**src/rtl/board_reader.sv**
```systemverilog
// Scans the 64-cell gameboard RAM and tallies black/white/empty cells, then reports the winner.
// Define BOARD_READER_STREAM_EN to stream each captured cell out on cell_valid/cell_addr/cell_data.
module board_reader (
    input  logic       clock,
    input  logic       reset,
    input  logic       start,
    input  logic [1:0] data_in,
    output logic       ctrl_mem,
    output logic [6:0] addr,
    output logic       wren,
    output logic       busy,
    output logic       done,
    output logic [6:0] black_count,
    output logic [6:0] white_count,
    output logic [6:0] empty_count,
    output logic [1:0] winner,
    output logic       full,
    output logic       error,
    output logic       cell_valid,
    output logic [5:0] cell_addr,
    output logic [1:0] cell_data
);

    typedef enum logic [1:0] {IDLE, SCAN, DRAIN, DONE} state_t;

    localparam logic [6:0] LAST_ADDR = 7'd63;
    localparam logic [6:0] MAX_COUNT = 7'd64;

    state_t state, state_nxt;
    logic   accept;
    logic   vld_p0;
    logic   result_vld;

    function automatic logic [6:0] sat_inc(input logic [6:0] cnt);
        return (cnt >= MAX_COUNT) ? MAX_COUNT : cnt + 7'd1;
    endfunction

    function automatic logic [1:0] pick_winner(input logic [6:0] b, input logic [6:0] w);
        if (b > w)      return 2'b01;
        else if (w > b) return 2'b10;
        else            return 2'b00;
    endfunction

    assign accept = (state == IDLE) && start;

    always_ff @(posedge clock or negedge reset) begin
        if (!reset) state <= IDLE;
        else        state <= state_nxt;
    end

    always_comb begin
        state_nxt = state;
        case (state)
            IDLE:    if (start) state_nxt = SCAN;
            SCAN:    if (addr == LAST_ADDR) state_nxt = DRAIN;
            DRAIN:   state_nxt = DONE;
            DONE:    state_nxt = IDLE;
            default: state_nxt = IDLE;
        endcase
    end

    assign ctrl_mem = (state == SCAN) || (state == DRAIN);
    assign busy     = (state != IDLE);
    assign done     = (state == DONE);
    assign wren     = 1'b0;

    // stage p0: address presented to RAM; the matching q arrives one cycle later
    always_ff @(posedge clock or negedge reset) begin
        if (!reset) begin
            addr   <= '0;
            vld_p0 <= 1'b0;
        end else begin
            vld_p0 <= (state == SCAN);
            if (accept)
                addr <= '0;
            else if (state == SCAN && addr != LAST_ADDR)
                addr <= addr + 7'd1;
            else if (state == DRAIN)
                addr <= '0;
        end
    end

    // stage p1: capture data_in for the address presented in p0 and tally it
    always_ff @(posedge clock or negedge reset) begin
        if (!reset) begin
            black_count <= '0;
            white_count <= '0;
            empty_count <= '0;
            error       <= 1'b0;
            result_vld  <= 1'b0;
        end else if (accept) begin
            black_count <= '0;
            white_count <= '0;
            empty_count <= '0;
            error       <= 1'b0;
            result_vld  <= 1'b0;
        end else begin
            if (state == DRAIN)
                result_vld <= 1'b1;
            if (vld_p0) begin
                case (data_in)
                    2'b01:   black_count <= sat_inc(black_count);
                    2'b10:   white_count <= sat_inc(white_count);
                    default: empty_count <= sat_inc(empty_count);
                endcase
                if (data_in == 2'b11)
                    error <= 1'b1;
            end
        end
    end

    assign winner = pick_winner(black_count, white_count);
    // full only means something once a scan has completed; after reset the board is unknown
    assign full   = result_vld && (empty_count == 7'd0);

`ifdef BOARD_READER_STREAM_EN
    logic [5:0] addr_p0;

    always_ff @(posedge clock) begin
        addr_p0 <= addr[5:0];
    end

    assign cell_valid = vld_p0;
    assign cell_addr  = vld_p0 ? addr_p0 : 6'd0;
    assign cell_data  = vld_p0 ? data_in : 2'd0;
`else
    assign cell_valid = 1'b0;
    assign cell_addr  = 6'd0;
    assign cell_data  = 2'd0;
`endif

endmodule

```
**config.mk**
```make
export PLATFORM = sky130hd
export DESIGN_NAME = board_reader
export DESIGN_NICKNAME = d
export VERILOG_FILES = /design/src/rtl/board_reader.sv
export SDC_FILE = /design/constraint.sdc
export NUM_CORES = 1
export LEC_CHECK = 0
export ABC_AREA = 1
export BUFFER_PORTS_ARGS = -buffer_cell sky130_fd_sc_hd__buf_2
export CORE_UTILIZATION = 54
export DETAILED_ROUTE_END_ITERATION = 7
export PLACE_DENSITY = 0.76
export RECOVER_POWER = 25
export SYNTH_ARGS = -nofsm -noshare
export SYNTH_HDL_FRONTEND = slang
export SYNTH_SLANG_ARGS = --single-unit
```
**constraint.sdc**
```tcl
create_clock -name clock -period 1.6 [get_ports clock]
set_input_delay 0.24 -clock clock [delete_from_list [all_inputs] [get_ports clock]]
set_output_delay 0.24 -clock clock [all_outputs]
set_load 0.01 [all_outputs]
```
# [Word-level counts from Yosys, hierarchy flattened]
# Index checks and enable logic that the tools add are counted.
# W data, S select, Z words.
[totals] input_bits=5 ff_bits=33 out_inout_bits=45 elab_cells=72
[classes] muxes=25 reduce_logical=19 add_sub_neg=4 eq_ne=11 n_lt_le_gt_ge=5
[op_table] cell="$mux W7" n=15
[op_table] cell="$add A7 B1 Y7 const B" n=4
[op_table] cell="$ge A7 B7 Y1 const B" n=3
[op_table] cell="$gt A7 B7 Y1" n=2
[op_table] cell="$reduce_bool A2 Y1" n=6
[op_table] cell="$reduce_and A2 Y1" n=5
[op_table] cell="$eq A2 B2 Y1 const B" n=4
[op_table] cell="$mux W2" n=4
[op_table] cell="$pmux W2 S4" n=1
[op_table] cell="$eq A7 B6 Y1 const B" n=1
[op_table] cell="$logic_not A7 Y1" n=1
[op_table] cell="$ne A7 B6 Y1 const B" n=1
[op_table] cell="$mux W1" n=5
[op_table] cell="$eq A2 B1 Y1 const B" n=2
[op_table] cell="$ne A2 B2 Y1 const B" n=2
[op_table] cell="$logic_and A1 B1 Y1" n=3
[op_table] cell="$reduce_bool A3 Y1" n=1
[op_table] cell="$logic_not A2 Y1" n=1
[op_table] cell="$ne A2 B1 Y1 const B" n=1
[op_table] cell="$reduce_or A2 Y1" n=1
[op_table] cell="$logic_or A1 B1 Y1" n=1

# [Depth between registers and ports, before layout]
# Gate-level depths: netlist of run 1.
[logic_depth] word_depth=5 mapped_depth=9 mapped_depth_nobuf=8

# [Least setup slack after synthesis of run 1]
# Ideal clock, no wire load.
[synth_timing] path_kind="reg-to-output" start="register black_count[2]" end="output winner[0]" arrival_time_ns=1.229 path_stages_with_launch=7 setup_slack_ns=0.131 n_path_buf=0 required_ns=1.360 cell_sequence="dfrtp_1 > inv_1 > ha_1 > a21oi_1 > nand2_1 > nand2_1 > and2_1"
[synth_via] elab_chain_cells=2
[synth_lines] element="from (decl)" line="13" source="output logic [6:0] black_count,"
[synth_lines] element="from (signal assigned)" line="102" source="2'b01: black_count <= sat_inc(black_count);"
[synth_lines] element="$gt A7 B7 Y1" line="39" source="if (b > w) return 2'b01;"
[synth_lines] element="$mux W2" line="39"
[synth_lines] element="to (decl)" line="16" source="output logic [1:0] winner,"
# Every way passes these cells.

# [Final worst setup path of run 1]
[layout_timing] start="register black_count[1]" end="output winner[0]"
# Same word-level chain as after synthesis.

==> results of run 1 <==
## flip-flops by register name, indices dropped and copies added (netlist names)
| register | cells |
|---|---|
| state | 2 |
| black_count | 7 |
| white_count | 7 |
| vld_p0 | 1 |
| error | 1 |
| empty_count | 7 |
| result_vld | 1 |
| addr | 7 |
## worst max-delay path: cells and delay by family, from the launching register on
family / cells / cell delay [ns]
buffers and inverters: 2 / 0.24
adder cells (fa/ha/maj): 1 / 0.28
flip-flops: 1 / 0.38
AND/OR/NAND/NOR: 4 / 0.38
## worst paths after layout
| check | start | end | slack, ns | cells past startpoint |
|---|---|---|---|---|
| max | black_count[1] | winner[0] | -0.22 | 7 |
| min | start | error | 0.39 | 4 |
| max reg2reg | state[1] | empty_count[2] | 0.16 | 7 |
| min reg2reg | result_vld | result_vld | 0.52 | 2 |
| max in group asynchronous | reset | white_count[2] | 0.38 | 3 |
| min in group asynchronous | reset | black_count[1] | 0.64 | 3 |
## Yosys cell counts, drive strengths merged
master / number / area [um^2]
buf: 11 / 86.3
nand4: 3 / 18.8
nor2: 31 / 136
dfrtp: 33 / 826
inv: 41 / 154
ha: 22 / 275
a21oi: 12 / 63.8
nand3b: 3 / 22.5
conb: 1 / 3.75
nor3: 1 / 5.00
o22ai: 1 / 6.26
or2: 2 / 12.5
nand2: 91 / 377
nand3: 23 / 115
o21bai: 2 / 15.0
and2: 2 / 12.5
o21ai: 14 / 73.8
## repair_timing
item | CTS | global route
hold buffers | 1 | 0
setup endpoints to repair | 2 | 24
endpoints found under the hold margin | 33 | 0
setup buffers | 3 | 7
pin swaps | 1 | 13
gates resized for setup | 7 | 21
cloned | 0 | 1
## area by class of cell
cell class	count	area [um^2]
clock buffers	7	96.3
clock inverters	1	5.00
fillers	302	1020
inverters	41	154
multi-input cells	218	1300
flip-flops and latches	33	827
well taps	48	60.1
repair buffers	58	338
## per-stage QoR
step | worst slack [ns] | area [um^2]
after floorplan | 0.131 | 2240
after global placement | 0.101 | 2470
after detailed placement | 0.0451 | 2470
after CTS | -0.162 | 2630
after global routing | -0.271 | 2780
final | -0.215 | 2780
## per-layer routing
metal  share of wire (%)  GRT usage (%)  vias up  routed length, um
li1                    -              -     1024                  -
met1                  43           32.0      975               2350
met2                  49           39.7       76               2650
met3                 5.6           5.17       11                306
met4                 2.4           13.3        0                129
met5                   0              0        -                  0
## logic make-up (layout without fill, tap and decap cells)
kind of cell	after synthesis	in the layout	share of synthesized area [%]
AO/OA/AOI/OAI	29	29	7.21
adder cells (fa/ha/maj)	22	22	12.5
buffers and inverters	52	107	10.9
flip-flops	33	33	37.5
other	1	10	0.170
AND/OR/NAND/NOR	156	157	31.7
## placed cells by master, fill, tap and decap left out
| master | Yosys | layout |
|---|---|---|
| a21oi_1 | 11 | 8 |
| a21oi_2 | 1 | 4 |
| and2_1 | 2 | 2 |
| buf_2 | 0 | 39 |
| buf_4 | 10 | 17 |
| clkbuf_2 | 0 | 1 |
| clkbuf_8 | 0 | 7 |
| clkinv_2 | 0 | 1 |
| conb_1 | 1 | 10 |
| dfrtp_1 | 33 | 32 |
| dfrtp_2 | 0 | 1 |
| dlygate4sd3_1 | 0 | 1 |
| ha_1 | 22 | 15 |
| ha_2 | 0 | 1 |
| ha_4 | 0 | 6 |
| inv_1 | 38 | 30 |
| inv_2 | 3 | 11 |
| nand2_1 | 83 | 79 |
| nand2_2 | 5 | 8 |
| nand2_4 | 3 | 5 |
| nand3_1 | 23 | 23 |
| nand3b_1 | 3 | 3 |
| nand4_1 | 3 | 3 |
| nor2_1 | 27 | 26 |
| nor2_2 | 2 | 2 |
| nor2_4 | 2 | 3 |
| nor3_2 | 0 | 1 |
| o21ai_0 | 11 | 11 |
| o21ai_1 | 2 | 2 |
| o21ai_2 | 1 | 1 |
| o21bai_1 | 2 | 2 |
| o22ai_1 | 1 | 1 |
| or2_2 | 2 | 2 |
## power groups by stage
stage                     sequential, W  combinational, W  clock (W)
after global routing            0.00134           0.00273   0.000760
after detailed placement        0.00130           0.00202          0
after CTS                       0.00129           0.00210   0.000718
after global placement          0.00129           0.00196          0
after floorplan                 0.00136           0.00130          0
final                           0.00131           0.00247   0.000712
==> out/summary.txt, run 1 <==
Outcome: finished, violations left
Violations in the final reports: negative setup slack
Cell at the root of the clock tree: clkbuf_8
Number of standard cells in the layout, taps in and fillers out: 406
Standard cell with the maximum stage delay on the critical path: dfrtp_1
Kind of end point of the critical path: output pin
Sum of internal, switching and leakage power: 0.00449 W
Average size of a mapped cell: 7.52 um^2
Clock network power share: 15.8%
Die width: 65.9 um
Worst-case clock buffer depth: 2
Transition time at the pin with the least slew margin: 0.825 ns
Sequential fraction of the synthesis area: 37.5%
Floorplan die area: 0.00434 mm^2
Total leakage power: 1.57 nW
First-pass GRT wire length: 8120 um
Final setup viols: 2
Clock transition at the registers of the reported paths: 0.07 ns
Routed wire length: 5440 um
Number of warnings printed during yosys synthesis: 0
Standard-cell row count: 22
Post-route worst hold slack: 0.388 ns
Vias in the first global route: 1852
Final #Nets: 384
Pin count of the biggest net entering global routing: 34
Half-perimeter wire length of the detailed placement result: 3460 um
Share of power burned in registers: 29.2%
Clock latency at the later pin of the worst-skew pair: 0.30 ns
Largest incremental delay on the critical path: 0.38 ns
Maximum fanout along the worst path: 3
Total routing resource utilization after global routing: 25.1%
Final weighted congestion in routability-driven placement: 0.862
Number of remaining DRC errors: 0
Final clock period utilization by the worst path: 113%
I/O Pins: 50
P per Cell Area: 1620 mW/mm^2
Post-synthesis register bit count: 33
Share of layout cells above drive strength 1: 30.7%
Number of instances in the placed design: 386
Final Slew Violations: 0
Count of mapped cells out of synthesis: 293
Worst-path cell chain: inv_1, ha_4, nand3b_1, nand2_1, nand2_2, and2_1, buf_2
Worst EP arrival: 1.58 ns
Overflow left after global routing: 0
Ratio of routed vias to standard cells: 5.14
Kind of start point of the critical path: flop
Starting density of the core: 58.0%
First DRT Iteration DRCs: 143
Crit path setup slack, layout: -0.215 ns
Count of antenna diodes in the layout: 0
IR drop worst, VDD: 0.956 mV
Worst Skew: 0.00753 ns
Via total after detailed routing: 2086
Unrepaired setup endpoints after global routing: true
Number of CTS-inserted buffers: 5
Combinational Power Share: 55.0%
Pre-Repair DR Iteration Count: 4
Sum Neg Setup Slack: -0.394 ns
Required time of the critical path: 1.36 ns
Count of port buffers added during placement: 39
Max_slew headroom: 45.0%
H-Tree Level Count: 2
Floorplan Core Area: 0.00380 mm^2
Start-to-end type of the worst setup path: reg -> out
Die Span Y: 65.9 um
HP Class: in -> reg
TritonCTS clock tree: done
Max Clk Rate: 551 MHz
Netlist area before placement: 0.00220 mm^2
Average detailed-routed wire length per instance: 13.4 um
Number of hold violations in the final report: 0
Switching part of the total: 45.1%
Synth cell types: 26
Remaining antenna violation count: 0
Total of max-cap violations: 0
Final Critical Period: 1.82 ns
Net Sw Power: 0.00203 W
Layout Area Growth over Synthesis: 26.1%
Number of sinks driven by the clock tree: 33
Utilization of the core after routing: 73.2%
Internal Pwr Total: 0.00247 W
Antenna violations before repair: 0
Note: power is estimated with default switching activity, not from simulation.
==> run 2, diff against run 1 <==
- BUFFER_PORTS_ARGS: -buffer_cell sky130_fd_sc_hd__buf_2 -> -buffer_cell sky130_fd_sc_hd__buf_4
==> out/summary.txt, run 2 (synthesized netlist as in run 1, its figures left out) <==
Outcome: finished, violations left
Violations in the final reports: negative setup slack
Transition time at the pin with the least slew margin: 0.804 ns (-0.0206 ns)
Post-route worst hold slack: 0.367 ns (-0.0214 ns)
Overflow left after global routing: 0 (unchanged)
First-pass GRT wire length: 8010 um (-1.4%)
Layout Area Growth over Synthesis: 29.8%
Combinational Power Share: 56.8% (+1.8 points)
Starting density of the core: 58.0% (unchanged)
Final Slew Violations: 0 (unchanged)
Half-perimeter wire length of the detailed placement result: 3410 um (-1.5%)
Global-route met2 utilization: 38.0% (-1.7 points)
Floorplan Core Area: 0.00380 mm^2 (unchanged)
WP buf/inv: 3 (+1)
Antenna violations before repair: 0 (unchanged)
Net Sw Power: 0.00196 W (-3.5%)
Final Critical Period: 1.78 ns (-0.0312 ns)
Layout fillers: 301 (-0.33%)
HP Class: in -> reg
Unrepaired setup endpoints after global routing: true
Clock latency at the later pin of the worst-skew pair: 0.29 ns (about the same)
Most used cells in the layout excluding fill and tap cells: nand2_1 (80), buf_4 (55), dfrtp_1 (33)
Clock network power share: 15.3% (-0.5 points)
Standard-cell row count: 22 (unchanged)
Worst EP arrival: 1.54 ns (-0.04 ns)
Met1 Track Usage GR: 32.5% (+0.52 points)
Count of antenna diodes in the layout: 0 (unchanged)
Final setup viols: 2 (unchanged)
Required time of the critical path: 1.36 ns (about the same)
Number of sinks driven by the clock tree: 33 (unchanged)
Number of hold violations in the final report: 0 (unchanged)
Worst Skew: 0.00725 ns (-0.000280 ns)
TritonCTS clock tree: done
Minimum setup slack after placement: 0.0378 ns (-0.00726 ns)
Number of CTS-inserted buffers: 5 (unchanged)
Internal Pwr Total: 0.00265 W (+7.4%)
Kind of start point of the critical path: flop
Met3 GRT Util: 5.69% (+0.52 points)
H-Tree Level Count: 2 (unchanged)
Kind of end point of the critical path: output pin
Via total after detailed routing: 2047 (-1.9%)
Share of layout cells above drive strength 1: 29.3% (-1.4 points)
Remaining antenna violation count: 0 (unchanged)
Final weighted congestion in routability-driven placement: 0.822 (-4.6%)
IR drop worst, VDD: 1.05 mV (+9.3%)
Total of max-cap violations: 0 (unchanged)
Maximum fanout along the worst path: 3 (unchanged)
Largest incremental delay on the critical path: 0.40 ns (+0.02 ns)
Max Clk Rate: 560 MHz (+1.7%)
I/O Pins: 50 (unchanged)
Die width: 65.9 um (unchanged)
Most common cell after layout, fill and taps aside: nand2_1
Number of remaining DRC errors: 0 (unchanged)
Average detailed-routed wire length per instance: 12.7 um (-5.1%)
P per Cell Area: 1610 mW/mm^2 (-0.43%)
Switching part of the total: 42.5% (-2.6 points)
Vias in the first global route: 1802 (-2.7%)
Sum Neg Setup Slack: -0.336 ns (+0.0579 ns)
Final #Nets: 384 (unchanged)
Cell at the root of the clock tree: clkbuf_8
Floorplan die area: 0.00434 mm^2 (unchanged)
Final clock period utilization by the worst path: 112% (-2.0 points)
Total leakage power: 1.58 nW (+0.46%)
Count of port buffers added during placement: 39 (unchanged)
Clock transition at the registers of the reported paths: 0.07 ns (about the same)
Most Frequent Cell on Critical Path: inv_2
Max_slew headroom: 46.4% (+1.4 points)
First DRT Iteration DRCs: 185 (+29%)
Start-to-end type of the worst setup path: reg -> out
Utilization of the core after routing: 75.3% (+2.1 points)
Ratio of routed vias to standard cells: 5.04 (-1.9%)
Worst-path cell chain: inv_2, ha_4, nand2_4, inv_2, a21oi_2, and2_1, buf_6
Pre-Repair DR Iteration Count: 5 (+1)
Worst-case clock buffer depth: 2 (unchanged)
Die Span Y: 65.9 um (unchanged)
Standard cell with the maximum stage delay on the critical path: dfrtp_1
Most Used Layer, Global Route: met2
Pin count of the biggest net entering global routing: 34 (unchanged)
Share of power burned in registers: 27.9% (-1.3 points)
Routed wire length: 5160 um (-5.1%)
Crit path setup slack, layout: -0.184 ns (+0.0312 ns)
Kind of cell adding the most delay to the critical path: flip-flops
Total routing resource utilization after global routing: 24.1% (-1.0 points)
-- run 2: path summary, 6_finish.rpt --
path / start / endpoint / slack, ns / cells past startpoint
max in group asynchronous: reset / addr[3] / 0.52 / 2
hold reg to reg: error / error / 0.52 / 2
setup / recovery: black_count[6] / winner[0] / -0.18 / 7
hold / removal: start / error / 0.37 / 4
min in group asynchronous: reset / empty_count[3] / 0.57 / 2
setup reg to reg: state[1] / white_count[2] / 0.11 / 7
-- run 2: power groups by stage --
stage / clock network (W) / logic, W / registers [W]
floorplan: 0 / 0.00130 / 0.00136
global placement: 0 / 0.00218 / 0.00129
detailed placement: 0 / 0.00222 / 0.00130
CTS: 0.000708 / 0.00246 / 0.00128
global route: 0.000753 / 0.00290 / 0.00131
finish: 0.000705 / 0.00262 / 0.00128
-- run 2: metal layers --
metal / routed length [um] / up-vias / share of wire [%]
li1: - / 1038 / -
met1: 2340 / 936 / 45
met2: 2530 / 64 / 49
met3: 235 / 9 / 4.6
met4: 56 / 0 / 1.1
met5: 0 / - / 0
-- run 2: per-stage QoR --
stage	cells	instance area, um^2	total power [W]
6_report	406	2860	0.00460
2_1_floorplan	302	2240	0.00266
3_5_place_dp	386	2560	0.00353
4_1_cts	400	2780	0.00445
3_3_place_gp	386	2560	0.00348
5_1_grt	406	2860	0.00496
-- run 2: worst reg2reg max path, cell delays in order, from the launching register on --
cell and delay (ns):
dfrtp_1 0.42, inv_1 0.12, ha_2 0.25, nand2_4 0.11, nand2_2 0.16, inv_2 0.06, o21ai_0 0.19, nor2_1 0.07
-- run 2: final cells by class --
| cell class | count | area [um^2] | area share, % |
|---|---|---|---|
| clock buffers | 7 | 96.3 | 3.37 |
| flip-flops and latches | 33 | 826 | 28.9 |
| repair buffers | 58 | 439 | 15.4 |
| well taps | 48 | 60.1 | 2.10 |
| multi-input cells | 218 | 1280 | 44.7 |
| clock inverters | 1 | 5.00 | 0.175 |
| inverters | 41 | 154 | 5.38 |
-- run 2: what timing repair did --
action / CTS / global route
hold buffers: 1 / 0
endpoints found under the hold margin: 33 / 0
gates resized for setup: 14 / 10
buffers inserted: 5 / 5
pin swaps: 9 / 6
gates cloned: 0 / 1
setup endpoints to repair: 2 / 23
==> run 3, diff against run 2 <==
- HOLD_SLACK_MARGIN: unset -> 0.05
- SETUP_SLACK_MARGIN: unset -> 0.4
==> out/summary.txt, run 3 <==
Half-perimeter wire length of the detailed placement result: 3440 um (+1.1%)
Top cells by area, synth: dfrtp_1 (37%), nand2_1 (14%), ha_1 (12%)
Netlist area before placement: 0.00220 mm^2 (unchanged)
Number of sinks driven by the clock tree: 33 (unchanged)
Most used flip-flop cell after synthesis: dfrtp_1
Crit. endpoint post-GRT repair: winner[0]
Worst-case clock buffer depth: 2 (unchanged)
Top cell type's share of synthesized area: 37.5% (unchanged)
Number of instances in the placed design: 386 (unchanged)
Final weighted congestion in routability-driven placement: 0.838 (+1.9%)
Average size of a mapped cell: 7.52 um^2 (unchanged)
Last stage reached: 5_1_grt
Count of flip-flops with a built-in enable after synthesis: 0 (unchanged)
Worst ep type: primary output
Area leader, netlist: dfrtp_1
Proportion of register bits with asynchronous set or reset after synthesis: 100% (unchanged)
Count of mapped cells out of synthesis: 293 (unchanged)
Stop Error: [ERROR DPL-0038] Utilization greater than 100%, impossible to legalize
Cell at the root of the clock tree: clkbuf_8
I/O Pins: 50 (unchanged)
Die width: 65.9 um (unchanged)
Pin count of the biggest net entering global routing: 34
Cell types with the highest counts after synthesis: nand2_1 (83), inv_1 (38), dfrtp_1 (33), nor2_1 (27), nand3_1 (23)
Area after detailed placement: 0.00268 mm^2 (+4.4%)
Die Span Y: 65.9 um (unchanged)
Standard-cell row count: 22 (unchanged)
Number of CTS-inserted buffers: 5 (unchanged)
Post-synthesis register bit count: 33 (unchanged)
Number of warnings printed during yosys synthesis: 0 (unchanged)
Count of port buffers added during placement: 39 (unchanged)
Leading cell type by number of instances after synthesis: nand2_1
Outcome: did not finish
Sequential fraction of the synthesis area: 37.5% (unchanged)
Synth cell types: 26 (unchanged)
H-Tree Level Count: 2 (unchanged)
Starting density of the core: 58.0% (unchanged)
-- run 3: cell counts after synthesis --
No cell type changed its count.
-- run 3: cell families after synthesis --
family | share of synthesized area [%]
AOI/OAI and AO/OA | 7.21
adders and majority gates | 12.5
buffers and inverters | 10.9
DFF | 37.5
other | 0.170
and+or+nand+nor | 31.7
-- run 3: what timing repair did --
action,in CTS
pin swaps,41
endpoints found under the setup margin,43
gates cloned,3
hold buffers,1
resized for setup,96
buffers inserted,24
hold endpoints to repair,33
-- run 3: metrics by stage --
step	setup slack (ns)	util, %
4_1_cts	-0.126	88.7
3_5_place_dp	0.0648	70.5
2_1_floorplan	0.162	-
3_3_place_gp	0.0921	70.5
==> run 4, diff against run 3 <==
- CORE_UTILIZATION: 54 -> 40
- HOLD_SLACK_MARGIN: 0.05 -> unset
- PLACE_DENSITY: 0.76 -> unset
- PLACE_DENSITY_LB_ADDON: unset -> 0.15
- SETUP_SLACK_MARGIN: 0.4 -> unset
==> out/summary.txt, run 4 (synthesized netlist as in run 1, its figures left out) <==
Clock transition at the registers of the reported paths: 0.07 ns
Floorplan Core Area: 0.00520 mm^2
Share of layout cells above drive strength 1: 28.7%
Worst Skew: 0.0125 ns
Number of CTS-inserted buffers: 5 (unchanged)
IR drop worst, VDD: 1.03 mV
Final #Nets: 383
Die Span Y: 76.2 um (+16%)
Final weighted congestion in routability-driven placement: 0.777 (-7.3%)
Antenna violations before repair: 0
Clock latency at the later pin of the worst-skew pair: 0.28 ns
Floorplan die area: 0.00581 mm^2
Total leakage power: 1.57 nW
Number of hold violations in the final report: 0
Starting density of the core: 42.3% (-16 points)
Clock network power share: 12.8%
Final clock period utilization by the worst path: 107%
Crit path setup slack, layout: -0.115 ns
Unrepaired setup endpoints after global routing: true
Vias in the first global route: 1824
Ratio of routed vias to standard cells: 4.68
Count of antenna diodes in the layout: 0
Max Clk Rate: 583 MHz
Transition time at the pin with the least slew margin: 0.850 ns
Kind of end point of the critical path: output pin
Kind of start point of the critical path: flop
Share of power burned in registers: 28.3%
Number of sinks driven by the clock tree: 33 (unchanged)
Maximum fanout along the worst path: 3
Final setup viols: 2
Layout Area Growth over Synthesis: 30.3%
Violations in the final reports: negative setup slack
Standard-cell row count: 26 (+18%)
Sum of internal, switching and leakage power: 0.00453 W
Total of max-cap violations: 0
Worst-case clock buffer depth: 2 (unchanged)
Worst hold path stage count: 4
Most used cells in the layout excluding fill and tap cells: nand2_1 (81), buf_4 (55), dfrtp_1 (33)
Final Critical Period: 1.72 ns
Required time of the critical path: 1.36 ns
Pin count of the biggest net entering global routing: 34
Routed wire length: 4960 um
Number of remaining DRC errors: 0
Remaining antenna violation count: 0
Switching part of the total: 42.3%
Internal Pwr Total: 0.00262 W
Register-to-register path setup slack: 0.16 ns
Number of instances in the placed design: 408 (+5.7%)
Pre-Repair DR Iteration Count: 4
Cell at the root of the clock tree: clkbuf_8
Start-to-end type of the worst setup path: reg -> out
Cell count of the worst reg-to-reg path: 7
First DRT Iteration DRCs: 75
Max_slew headroom: 43.3%
HP Class: in -> reg
Count of port buffers added during placement: 39 (unchanged)
Outcome: finished, violations left
Half-perimeter wire length of the detailed placement result: 3610 um (+4.8%)
Average detailed-routed wire length per instance: 11.7 um
Layout fillers: 504
Crit Reg-Reg Startpoint: state[1]
Total routing resource utilization after global routing: 17.8%
I/O Pins: 50 (unchanged)
Die width: 76.2 um (+16%)
Worst EP arrival: 1.48 ns
Sum Neg Setup Slack: -0.227 ns
H-Tree Level Count: 2 (unchanged)
Most common cell after layout, fill and taps aside: nand2_1
Combinational Power Share: 58.9%
P per Cell Area: 1580 mW/mm^2
Beginning of the critical path: black_count[2]
Net Sw Power: 0.00192 W
Overflow left after global routing: 0
Worst hold start: start
Capture instance of the worst register-to-register path: white_count[3]
Via total after detailed routing: 1987
Number of standard cells in the layout, taps in and fillers out: 425
Final Slew Violations: 0
First-pass GRT wire length: 8370 um
TritonCTS clock tree: done
Hold-critical path endpoint: error
[run 4: repair_timing]
item                       CTS  global route
hold buffers                 1             0
hold endpoints to repair    33             0
setup endpoints to repair    2            22
gates resized for setup      9            16
setup buffers                5             5
pin swaps                    1             9
[run 4: stage by stage]
| stage | setup slack (ns) | utilization [%] | hold WS (ns) | instance area (um^2) |
|---|---|---|---|---|
| detailed placement | 0.0486 | 49.8 | 0.218 | 2590 |
| floorplan | 0.131 | - | -0.0556 | 2240 |
| finish | -0.115 | 55.1 | 0.349 | 2870 |
| CTS | -0.140 | 53.0 | 0.344 | 2760 |
| global placement | 0.0576 | 49.8 | 0.219 | 2590 |
| global route | -0.192 | 55.1 | 0.389 | 2870 |
[run 4: how the worst max path moves through the flow]
stage / to
finish: winner[0]
floorplan: winner[0]
CTS: winner[1]
detailed placement: white_count[3]
global placement: white_count[3]
global route: winner[1]
[run 4: layer usage]
| metal | part of all wire (%) | up-vias | GRT usage, % |
|---|---|---|---|
| li1 | - | 1026 | - |
| met1 | 46 | 915 | 22.6 |
| met2 | 50 | 40 | 31.0 |
| met3 | 3.2 | 6 | 3.23 |
| met4 | 0.91 | 0 | 4.62 |
| met5 | 0 | - | 0 |
[run 4: worst max-delay path, stage by stage, from the launching register on]
cell,delay (ns)
dfrtp_1,0.39
inv_2,0.09
ha_4,0.21
a21oi_1,0.13
nand2_1,0.07
nand2_1,0.08
and2_4,0.14
buf_6,0.09
[run 4: final cells by class]
cell class	instances	area (um^2)	area share (%)
clock buffer	5	68.8	2.40
multi-input combinational	217	1290	44.9
inverter	41	154	5.36
tap	70	87.6	3.05
clock inverter	1	5.00	0.174
sequential	33	826	28.8
timing repair buffer	58	439	15.3
[run 4: power by group through the flow]
stage	clock network [W]	registers, W	logic (W)
6_report	0.000582	0.00128	0.00267
5_1_grt	0.000645	0.00131	0.00297
4_1_cts	0.000611	0.00127	0.00239
3_5_place_dp	0	0.00131	0.00224
3_3_place_gp	0	0.00130	0.00221
2_1_floorplan	0	0.00136	0.00130
